## config.mk

```make
export PLATFORM = sky130hd
export DESIGN_NAME = start_debounce
export DESIGN_NICKNAME = d
export VERILOG_FILES = /design/src/rtl/start_debounce.sv
export SDC_FILE = /design/constraint.sdc
export NUM_CORES = 1
export LEC_CHECK = 0
export BUFFER_PORTS_ARGS = -buffer_cell sky130_fd_sc_hd__buf_2
export CORE_MARGIN = 1.5
export CORE_UTILIZATION = 53
export CTS_CLUSTER_SIZE = 28
export DETAILED_ROUTE_END_ITERATION = 8
export PLACE_DENSITY = 0.8
export SYNTH_ARGS = -nofsm -noshare
export SYNTH_HDL_FRONTEND = slang
export SYNTH_SLANG_ARGS = --single-unit
```

## constraint.sdc

```tcl
create_clock -name i_Clk -period 2.7 [get_ports i_Clk]
set_clock_uncertainty 0.2 [all_clocks]
set_input_delay 0.405 -clock i_Clk [delete_from_list [all_inputs] [get_ports i_Clk]]
set_output_delay 0.405 -clock i_Clk [all_outputs]
set_load 0.03 [all_outputs]
```

## src/rtl/start_debounce.sv

```systemverilog
// start_debounce: synchronizes and debounces a raw start button into a clean level,
// flagging aborted qualifications with a pulse and a saturating count.
module start_debounce #(
  parameter int DEBOUNCE_CYCLES = 16,
  parameter int CNT_W           = 5,
  parameter int GLITCH_W        = 8
) (
  input  logic                i_Clk,
  input  logic                i_Rstb,
  input  logic                i_Btn_Raw,
  output logic                o_Start,
  output logic                o_Glitch,
  output logic [GLITCH_W-1:0] o_Glitch_Cnt
);
  typedef enum logic [1:0] {S_LOW, S_QUAL_HIGH, S_HIGH, S_QUAL_LOW} state_t;
  localparam logic [CNT_W-1:0] CNT_LAST = CNT_W'(DEBOUNCE_CYCLES - 1);
  state_t              state_q, state_d;
  logic [1:0]          sync_q, sync_d;
  logic [CNT_W-1:0]    cnt_q, cnt_d;
  logic                glitch_q, glitch_d;
  logic [GLITCH_W-1:0] gcnt_q, gcnt_d;
  logic                w_sync;
  assign w_sync = sync_q[1];
  always_comb begin
    sync_d   = {sync_q[0], i_Btn_Raw};
    state_d  = state_q;
    cnt_d    = cnt_q;
    glitch_d = 1'b0;
    case (state_q)
      S_LOW: if (w_sync) begin
        state_d = S_QUAL_HIGH;
        cnt_d   = '0;
      end
      S_QUAL_HIGH: if (!w_sync) begin
        state_d  = S_LOW;
        glitch_d = 1'b1;
      end else if (cnt_q == CNT_LAST) state_d = S_HIGH;
      else cnt_d = cnt_q + CNT_W'(1);
      S_HIGH: if (!w_sync) begin
        state_d = S_QUAL_LOW;
        cnt_d   = '0;
      end
      S_QUAL_LOW: if (w_sync) begin
        state_d  = S_HIGH;
        glitch_d = 1'b1;
      end else if (cnt_q == CNT_LAST) state_d = S_LOW;
      else cnt_d = cnt_q + CNT_W'(1);
      default: state_d = S_LOW;
    endcase
    gcnt_d = (glitch_d && !(&gcnt_q)) ? gcnt_q + GLITCH_W'(1) : gcnt_q;
  end
  always_ff @(posedge i_Clk or negedge i_Rstb) begin
    if (!i_Rstb) begin
      state_q  <= S_LOW;
      sync_q   <= 2'b00;
      cnt_q    <= '0;
      glitch_q <= 1'b0;
      gcnt_q   <= '0;
    end else begin
      state_q  <= state_d;
      sync_q   <= sync_d;
      cnt_q    <= cnt_d;
      glitch_q <= glitch_d;
      gcnt_q   <= gcnt_d;
    end
  end
  // decoded from the state register alone so the level never glitches
  assign o_Start      = (state_q == S_HIGH) || (state_q == S_QUAL_LOW);
  assign o_Glitch     = glitch_q;
  assign o_Glitch_Cnt = gcnt_q;
endmodule

```

==> results.toml, run 1 <==
[critical_path]
start_kind = "flip-flop"
worst_ep_arrival_time_ns = 2.16
cp-end-kind = "flip-flop"
crit_chain = "ha_1 -> and3_1 -> ha_1 -> nand2_1 -> nand2b_4 -> or4_1 -> nand2_1"
criticalPathCategory = "reg -> reg"
path_max_fanout = 7
cp_top_family = "simple AND/OR/NAND/NOR gates"
cp_num_buf_inv = 0
required_ns = 2.73
cpPeakStageDelay_ns = 0.50
slowest_stage = "or4_1"

[synthesis]
syn_inst = 75
ys.flop_type = "dfrtp_1"
synth-edff-count = 0
ys_types = 31
avgSynthCellArea_um2 = 11.29
async_flop_share = 1.000
ys_ff_latch = 18
synth_area_um2 = 847.1
syn_nets = 81
yosysWarnings = 0
synth_seq_area_share = 0.5318

[run_status]
outcome = "finished, final reports clean"

[route]
drtIter0Drc = 13
ant_nets = 0
dr.pass1.iters = 4
drt_wl_total_um = 1395
route.detailed.drc = 0
viasPerCell = 5.819
vias = 611
routedWlPerCell_um = 13.29

[sta]
max_slew_margin = 0.7481
clock.fmax_mhz = 469.9
finalSetupViolCount = 0
timing.final.crit_share = 0.7882
tightest_slew_ns = 0.3760
rsz0062_at_grt = "no"
fin_crit_ns = 2.128
setup_tns_ns = 0
hold_viol_final = 0
drv_slew = 0

[floorplanning]
num_rows = 14
initial_core_util = 0.5623
die_width_um = 42.98
coreArea_um2 = 1506
io_pins = 13
die-area_um2 = 1847
die_h_um = 42.98

[power_and_ir_drop]
power_mw = 0.7895
clockPowerShare = 0.207
p_leak_nw = 0.4590
intPower_mw = 0.4908
swShare = 0.3783
vdd_drop_max_uv = 575.8
seq_power_share = 0.478
p_sw_mw = 0.2986
power_density_nw_per_um2 = 828.1
p_comb_frac = 0.315

[cells_and_area]
drive_gt1_frac = 0.2809
fin_util = 0.6329
finalNetCount = 96
antennaDiodeCount = 0
syn_to_final_growth_pct = 12.56
nFillCells = 122

[global_routing]
grt_max_degree = 19
antenna_found_initial = 0
grt_pass1_wl_um = 2484
grt_pass1_vias = 588
grt-ovfl-total = 0
grt_use_total = 0.1810

[clock_tree]
clockRootBuffer = "clkbuf_4"
clk_latency_ns = 0.29
numCtsBuffers = 3
clock_sink_count = 18
cts_buffer_depth = 2
cts_htree_levels = 1
path_clk_slew_ns = 0.10
cts_resized = 0
cts_tree = "yes"

[place]
portBuffers = 12
dpl.hpwl_um = 993.7
gp_congestion = 0.8072

[run]
max-cap-violations = 0

[hold_path]
hold_class = "in -> reg"
==> stage by stage <==
step / std cells / instance area [um^2] / setup WS (ns) / hold WS (ns)
floorplan: 75 / 847.1 / 0.6891 / -0.09059
global placement: 100 / 907.1 / 0.6531 / 0.1332
detailed placement: 100 / 907.1 / 0.6020 / 0.1457
CTS: 105 / 953.4 / 0.5759 / 0.009095
global route: 105 / 953.4 / 0.4812 / 0.007851
finish: 105 / 953.4 / 0.5720 / 0.01815
==> power by group through the flow <==
stage                     combinational, mW  clock, mW  sequential [mW]
after floorplan                      0.0945          0            0.458
after global placement                0.242          0            0.377
after detailed placement              0.248          0            0.381
after CTS                             0.251      0.169            0.376
after global routing                  0.272      0.174            0.383
final                                 0.249      0.164            0.377
==> layout by cell type (no fill, tap or decap), types with 2 or more instances in the layout <==
cell,n
nand2_1,10
nand3_1,4
inv_1,2
nor2_1,3
dfrtp_1,18
xnor2_1,3
o31ai_1,2
ha_1,3
and3_1,3
buf_2,12
clkbuf_4,3
mux2_2,4
o21ai_0,3
==> cell usage after synthesis, types with 2 or more instances <==
master   count  area [um^2]
and3_1       3        18.77
dfrtp_1     18        450.4
ha_1         3        37.54
inv_1        2        7.510
mux2_2       4        45.04
nand2_1     10        37.54
nand3_1      4        20.02
nor2_1       3        11.26
o21ai_0      3        15.01
o31ai_1      2        15.01
xnor2_1      3        26.28
==> routing by layer <==
| metal | part of all wire | global-route usage | up-vias |
|---|---|---|---|
| met5 | 0 | 0 | - |
| met4 | 0.0072 | 0.09091 | 0 |
| met3 | 0.050 | 0.02553 | 2 |
| met2 | 0.48 | 0.2848 | 20 |
| met1 | 0.46 | 0.2444 | 296 |
| li1 | - | - | 293 |
==> final timing paths <==
| path | from | to | slack [ns] | cells after the start |
|---|---|---|---|---|
| max | cnt_q[0]$_DFFE_PN0P_ | cnt_q[3]$_DFFE_PN0P_ | 0.57 | 7 |
| min | i_Btn_Raw | sync_q[0]$_DFF_PN0_ | 0.02 | 1 |
| max reg2reg | cnt_q[0]$_DFFE_PN0P_ | cnt_q[3]$_DFFE_PN0P_ | 0.57 | 7 |
| min reg2reg | sync_q[0]$_DFF_PN0_ | sync_q[1]$_DFF_PN0_ | 0.16 | 0 |
| max in group asynchronous | i_Rstb | sync_q[0]$_DFF_PN0_ | 1.68 | 2 |
| min in group asynchronous | i_Rstb | o_Glitch_Cnt[4]$_DFFE_PN0P_ | 0.35 | 2 |
==> cell families after synthesis <==
family,Yosys count,share of synthesized area
buffers and inverters,5,0.03250
AND/OR/NAND/NOR,28,0.1728
flip-flops,18,0.5318
multiplexers,5,0.06646
AO/OA/AOI/OAI,12,0.1019
adder cells (fa/ha/maj),3,0.04432
XOR/XNOR,4,0.05023
==> flip-flops by register name, indices dropped and copies added, names as in the netlist, named ones only <==
name	count
o_Glitch	1
sync_q	2
o_Glitch_Cnt	8
cnt_q	5
state_q	1
==> area by class of cell <==
cell class	instances	area, um^2	area share
multi-input cells	52	369.1	0.3871
flip-flops and latches	18	450.4	0.4724
repair buffers	13	70.07	0.07349
clock buffers	4	36.28	0.03806
inverters	2	7.507	0.007874
well taps	16	20.02	0.02100
==> timing repair <==
| item | in CTS | in global routing |
|---|---|---|
| endpoints found under the hold margin | 18 | 0 |
| buffers inserted | 0 | 0 |
| hold buffers | 1 | 0 |
==> worst reg2reg max path, stage by stage, from the launching register on <==
cell and delay, ns:
dfrtp_1 0.42, ha_1 0.24, and3_1 0.19, ha_1 0.21, nand2_1 0.14, nand2b_4 0.09
or4_1 0.50, nand2_1 0.08
Note: power is estimated with default switching activity, not from simulation.
==> run 2, diff against run 1 <==
--- a/config.mk
+++ b/config.mk
@@ -7,10 +7,10 @@
 export LEC_CHECK = 0
 export BUFFER_PORTS_ARGS = -buffer_cell sky130_fd_sc_hd__buf_2
 export CORE_MARGIN = 1.5
-export CORE_UTILIZATION = 53
+export CORE_UTILIZATION = 48
 export CTS_CLUSTER_SIZE = 28
 export DETAILED_ROUTE_END_ITERATION = 8
-export PLACE_DENSITY = 0.8
+export PLACE_DENSITY = 0.77
 export SYNTH_ARGS = -nofsm -noshare
 export SYNTH_HDL_FRONTEND = slang
 export SYNTH_SLANG_ARGS = --single-unit
==> constraint.sdc (replaced) <==
create_clock -name i_Clk -period 1.9 [get_ports i_Clk]
set_clock_uncertainty 0.2 [all_clocks]
set_input_delay 0.285 -clock i_Clk [delete_from_list [all_inputs] [get_ports i_Clk]]
set_output_delay 0.285 -clock i_Clk [all_outputs]
set_load 0.03 [all_outputs]
==> run 2 against run 1 <==
Against the previous run: routed wire length up 2.4%; critical path depth unchanged; flip-flop and latch count unchanged; die area up 9.7%; combinational power up 49%; first-iteration DRC count unchanged; maximum frequency up 17%; design area up 7.9%; worst setup slack worse by 0.49 ns; largest cell class unchanged.
==> results.toml, run 2 (same netlist as run 1, synthesis figures left out) <==
[critical_path]
worst_ep_arrival_time_ns = 1.85
criticalPathCategory = "reg -> reg"
reg2reg_from = "cnt_q[0]$_DFFE_PN0P_"
r2r-end = "cnt_q[3]$_DFFE_PN0P_"
crit_chain = "ha_2 -> and3_4 -> ha_4 -> nand2_4 -> nand2b_4 -> or4_1 -> nand2_1"
cpPeakStageDelay_ns = 0.41
cp-end-kind = "flip-flop"
start_kind = "flip-flop"
r2r_cells = 7
slowest_stage = "or4_1"
worstSetupEndpoint = "cnt_q[3]$_DFFE_PN0P_"
path_max_fanout = 4
required_ns = 1.93
reg2reg_setup_slack_ns = 0.08
cp-startpoint = "cnt_q[0]$_DFFE_PN0P_"

[global_routing]
antenna_found_initial = 0
grt_pass1_vias = 558
grt_max_degree = 19
grt_pass1_wl_um = 2435
grt_use_total = 0.1698
grt-ovfl-total = 0

[place]
portBuffers = 12
dpl.hpwl_um = 1017
gp_congestion = 0.7287
placed_area_um2 = 952.2
dpl.cell_count = 103
place_ws_ns = -0.03422

[power_and_ir_drop]
p_leak_nw = 0.4939
vdd_drop_max_uv = 873.5
power_mw = 1.136
power_density_nw_per_um2 = 1105

[clock_tree]
clock_sink_count = 18
path_clk_slew_ns = 0.10
numCtsBuffers = 3
cts_tree = "yes"
cts_buffer_depth = 2
clockRootBuffer = "clkbuf_4"
cts_htree_levels = 1
clk_latency_ns = 0.29

[cells_and_area]
syn_to_final_growth_pct = 21.42
final_cells = 111
fin_area_um2 = 1028
drive_gt1_frac = 0.3579
fin_util = 0.6524
finalNetCount = 102
final_common_cell = "dfrtp_1"
largest_reg_flops = 8
antennaDiodeCount = 0
most-common-layout-cells = "18 x dfrtp_1, 12 x buf_2, 9 x nand2_1, 5 x buf_4"

[floorplanning]
io_pins = 13
die-area_um2 = 2026
die_h_um = 45.01
initial_core_util = 0.5373
die_width_um = 45.01
num_rows = 14
coreArea_um2 = 1577

[route]
dr.pass1.iters = 4
vias = 611
viasPerCell = 5.505
route.detailed.drc = 0
routedWlPerCell_um = 12.87
drt_wl_total_um = 1429
drtIter0Drc = 13
ant_nets = 0

[sta]
timing.final.crit_share = 0.9564
tightest_slew_ns = 0.3894
fin_crit_ns = 1.817
rsz0062_at_grt = "no"
whs_ns = 0.1596
max_slew_margin = 0.7404
clock.fmax_mhz = 550.3
hold_viol_final = 0
finalSetupViolCount = 0
setup_tns_ns = 0
setup_ws_ns = 0.08277
drv_slew = 0

[hold_path]
hold_class = "reg -> reg"

[run_status]
outcome = "finished, final reports clean"

[run]
max-cap-violations = 0
## run 2: changes by cell type in the layout (fill, tap and decap cells not counted)
cell | previous run | this run
and3_1 | 3 | 2
and3_4 | 0 | 1
buf_4 | 0 | 5
dlygate4sd3_1 | 1 | 2
ha_1 | 3 | 1
ha_2 | 0 | 1
ha_4 | 0 | 1
nand2_1 | 10 | 9
nand2_4 | 0 | 1
## run 2: critical path: cells and delay by family, from the launching register on
kind | cells | cell delay (ns)
and+or+nand+nor | 5 | 0.79
DFF | 1 | 0.40
adders and majority gates | 2 | 0.37
## run 2: what timing repair did
item | in CTS | in global routing
resized for setup | 1 | 0
endpoints found under the setup margin | 1 | 0
endpoints found under the hold margin | 19 | 0
hold buffers | 2 | 0
buffers inserted | 2 | 0
## run 2: routing by layer
metal,routed length [um],track usage
met1,690,0.2296
met2,667,0.2571
met3,60,0.04800
met4,10,0.07059
met5,0,0
## run 2: layout make-up
cell class,count,area (um^2)
Inverter,2,7.507
Clock buffer,4,36.28
Multi-Input combinational cell,52,396.6
Timing Repair Buffer,19,117.6
Sequential cell,18,450.4
Tap cell,16,20.02
Fill cell,113,548.0
## run 2: worst min path at each step
| stage | end | slack (ns) | cells after the start | start |
|---|---|---|---|---|
| after global placement | cnt_q[4]$_DFFE_PN0P_ | 0.03 | 1 | i_Rstb |
| after detailed placement | cnt_q[3]$_DFFE_PN0P_ | 0.03 | 1 | i_Rstb |
| after floorplan | async pin | -0.21 | 0 | i_Rstb |
| after CTS | sync_q[1]$_DFF_PN0_ | 0.16 | 0 | sync_q[0]$_DFF_PN0_ |
| after global routing | sync_q[1]$_DFF_PN0_ | 0.17 | 0 | sync_q[0]$_DFF_PN0_ |
| final | sync_q[1]$_DFF_PN0_ | 0.16 | 0 | sync_q[0]$_DFF_PN0_ |
## run 2: power breakdown
group | leakage [nW] | internal [mW] | switching [mW]
logic | 0.242 | 0.138 | 0.235
clock network | 0.0210 | 0.117 | 0.114
registers | 0.231 | 0.455 | 0.0781
total | 0.494 | 0.710 | 0.426
==> run 3, diff against run 2 <==
==> constraint.sdc (replaced) <==
create_clock -name i_Clk -period 1.5 [get_ports i_Clk]
set_clock_uncertainty 0.2 [all_clocks]
set_input_delay 0.225 -clock i_Clk [delete_from_list [all_inputs] [get_ports i_Clk]]
set_output_delay 0.225 -clock i_Clk [all_outputs]
set_load 0.03 [all_outputs]
==> run 3 against run 2 <==
Against the previous run: the run now ends with negative setup slack left; global-route usage is 7.9 points higher; final cell count increased by 18%; largest cell class is now multi-input gates; flip-flop and latch count is the same; via count increased by 23%; power up 70%; combinational power grew to 2.6 times the previous value; worst setup slack worse by 0.41 ns; worst hold slack improved by 0.016 ns; sequential power is 25% higher; non-clock buffer count rose by 20; clock power increased by 33%.
==> results.toml, run 3 (same netlist as run 1, synthesis figures left out) <==
[clock_tree]
clk_latency_ns = 0.30
cts_htree_levels = 1
cts_tree = "yes"
clockRootBuffer = "clkbuf_4"
clock_sink_count = 18
cts_buffer_depth = 2
numCtsBuffers = 3
path_clk_slew_ns = 0.11

[critical_path]
slowest_stage = "dfrtp_1"
path_max_fanout = 3
worst_ep_arrival_time_ns = 1.87
criticalPathCategory = "reg -> reg"
required_ns = 1.55
cpPeakStageDelay_ns = 0.42
cp_num_buf_inv = 0
reg2reg_setup_slack_ns = -0.33
reg2reg_from = "cnt_q[0]$_DFFE_PN0P_"
r2r-end = "cnt_q[3]$_DFFE_PN0P_"
cp-end-kind = "flip-flop"
start_kind = "flip-flop"
cp_top_family = "simple AND/OR/NAND/NOR gates"
r2r_cells = 7
crit_chain = "ha_2 -> and3_4 -> ha_4 -> nand2_4 -> nand2b_4 -> or4_4 -> nand2_2"

[run_status]
outcome = "complete, but fails checks"
violations = "negative setup slack"

[cells_and_area]
seq_area_um2 = 457.9
multi_input_comb_area_um2 = 525.5
antennaDiodeCount = 0
nFillCells = 69
most-common-layout-cells = "21 x buf_4, 12 x dfrtp_1, 10 x buf_2, 6 x nand2_1, 6 x dfrtp_2"
fin_area_um2 = 1351
drive_gt1_frac = 0.6870
finalNetCount = 122
largest_reg_flops = 8
fin_util = 0.8571
syn_to_final_growth_pct = 59.53
final_common_cell = "buf_4"

[sta]
timing.final.crit_share = 1.219
tightest_slew_ns = 0.4189
drv_slew = 0
setup_ws_ns = -0.3284
max_slew_margin = 0.7207
clock.fmax_mhz = 546.9
rsz0062_at_grt = "yes"
fin_crit_ns = 1.828
finalSetupViolCount = 16
hold_viol_final = 0
setup_tns_ns = -2.924

[floorplanning]
die-area_um2 = 2026
coreArea_um2 = 1577
num_rows = 14
io_pins = 13
die_h_um = 45.01
initial_core_util = 0.5373
die_width_um = 45.01

[global_routing]
grt-ovfl-total = 0
grt_use_total = 0.2489
met2_usage = 0.4371
gr-max-usage-layer = "met2"
grt_pass1_vias = 759
grt_pass1_wl_um = 3525
grt_use_met3 = 0.03600
antenna_found_initial = 0
gr-usage-met1 = 0.3184
grt_max_degree = 19

[place]
gp_congestion = 0.8137
dpl.hpwl_um = 1381
place_ws_ns = -0.3030
portBuffers = 12
placed_area_um2 = 1094

[run]
max-cap-violations = 0

[power_and_ir_drop]
clockPowerShare = 0.159
p_leak_nw = 0.6399
p_sw_mw = 0.7614
intPower_mw = 1.175
swShare = 0.3932
power_density_nw_per_um2 = 1433
p_comb_frac = 0.495
seq_power_share = 0.346
vdd_drop_max_uv = 1003

[route]
route.detailed.drc = 0
ant_nets = 0
dr.pass1.iters = 4
drt_wl_total_um = 2511
viasPerCell = 5.725
drtIter0Drc = 28
vias = 750
routedWlPerCell_um = 19.17

[hold_path]
hold_class = "in -> async"
==> run 3: cell types whose count changed in the layout (fill, tap and decap cells not counted), moves of 5 or more <==
cell     delta
buf_4      +16
buf_6       +5
dfrtp_1     -6
dfrtp_2     +6
==> run 3: per-stage QoR <==
step                hold slack (ns)  total power, mW  instances
floorplan                   -0.2706            1.021         75
global placement           -0.03122            1.287        118
detailed placement         -0.02716            1.325        118
CTS                          0.1702            1.714        128
global route                 0.1884            1.989        131
finish                       0.1757            1.936        131
==> run 3: worst max-delay path by stage <==
| stage | to | from | slack [ns] | cells past startpoint |
|---|---|---|---|---|
| global placement | cnt_q[3]$_DFFE_PN0P_ | cnt_q[1]$_DFFE_PN0P_ | -0.20 | 7 |
| floorplan | cnt_q[3]$_DFFE_PN0P_ | cnt_q[0]$_DFFE_PN0P_ | -0.25 | 7 |
| finish | cnt_q[3]$_DFFE_PN0P_ | cnt_q[0]$_DFFE_PN0P_ | -0.33 | 7 |
| CTS | cnt_q[3]$_DFFE_PN0P_ | cnt_q[0]$_DFFE_PN0P_ | -0.31 | 7 |
| global route | cnt_q[3]$_DFFE_PN0P_ | cnt_q[0]$_DFFE_PN0P_ | -0.36 | 7 |
| detailed placement | cnt_q[3]$_DFFE_PN0P_ | cnt_q[1]$_DFFE_PN0P_ | -0.30 | 7 |
==> run 3: power by group through the flow <==
stage	combinational [mW]	clock (mW)	sequential [mW]
after floorplan	0.178	0	0.843
after global placement	0.639	0	0.647
after detailed placement	0.666	0	0.658
after CTS	0.748	0.303	0.663
after global routing	0.992	0.317	0.680
final	0.958	0.307	0.670
==> run 3: layout make-up <==
class / count / area share
Tap cell: 16 / 0.01481
Multi-Input combinational cell: 52 / 0.3889
Sequential cell: 18 / 0.3389
Timing Repair Buffer: 39 / 0.2250
Clock buffer: 4 / 0.02685
Inverter: 2 / 0.005556
==> run 3: layer usage <==
| layer | wire, um | vias up |
|---|---|---|
| li1 | - | 348 |
| met4 | 25 | 0 |
| met1 | 1135 | 367 |
| met2 | 1248 | 31 |
| met5 | 0 | - |
| met3 | 101 | 4 |
==> run 3: timing repair <==
item / in CTS / in global routing
pin swaps: 6 / 5
resized for setup: 20 / 18
buffers inserted: 4 / 3
hold buffers: 2 / 0
endpoints found under the setup margin: 12 / 17
endpoints found under the hold margin: 19 / 0
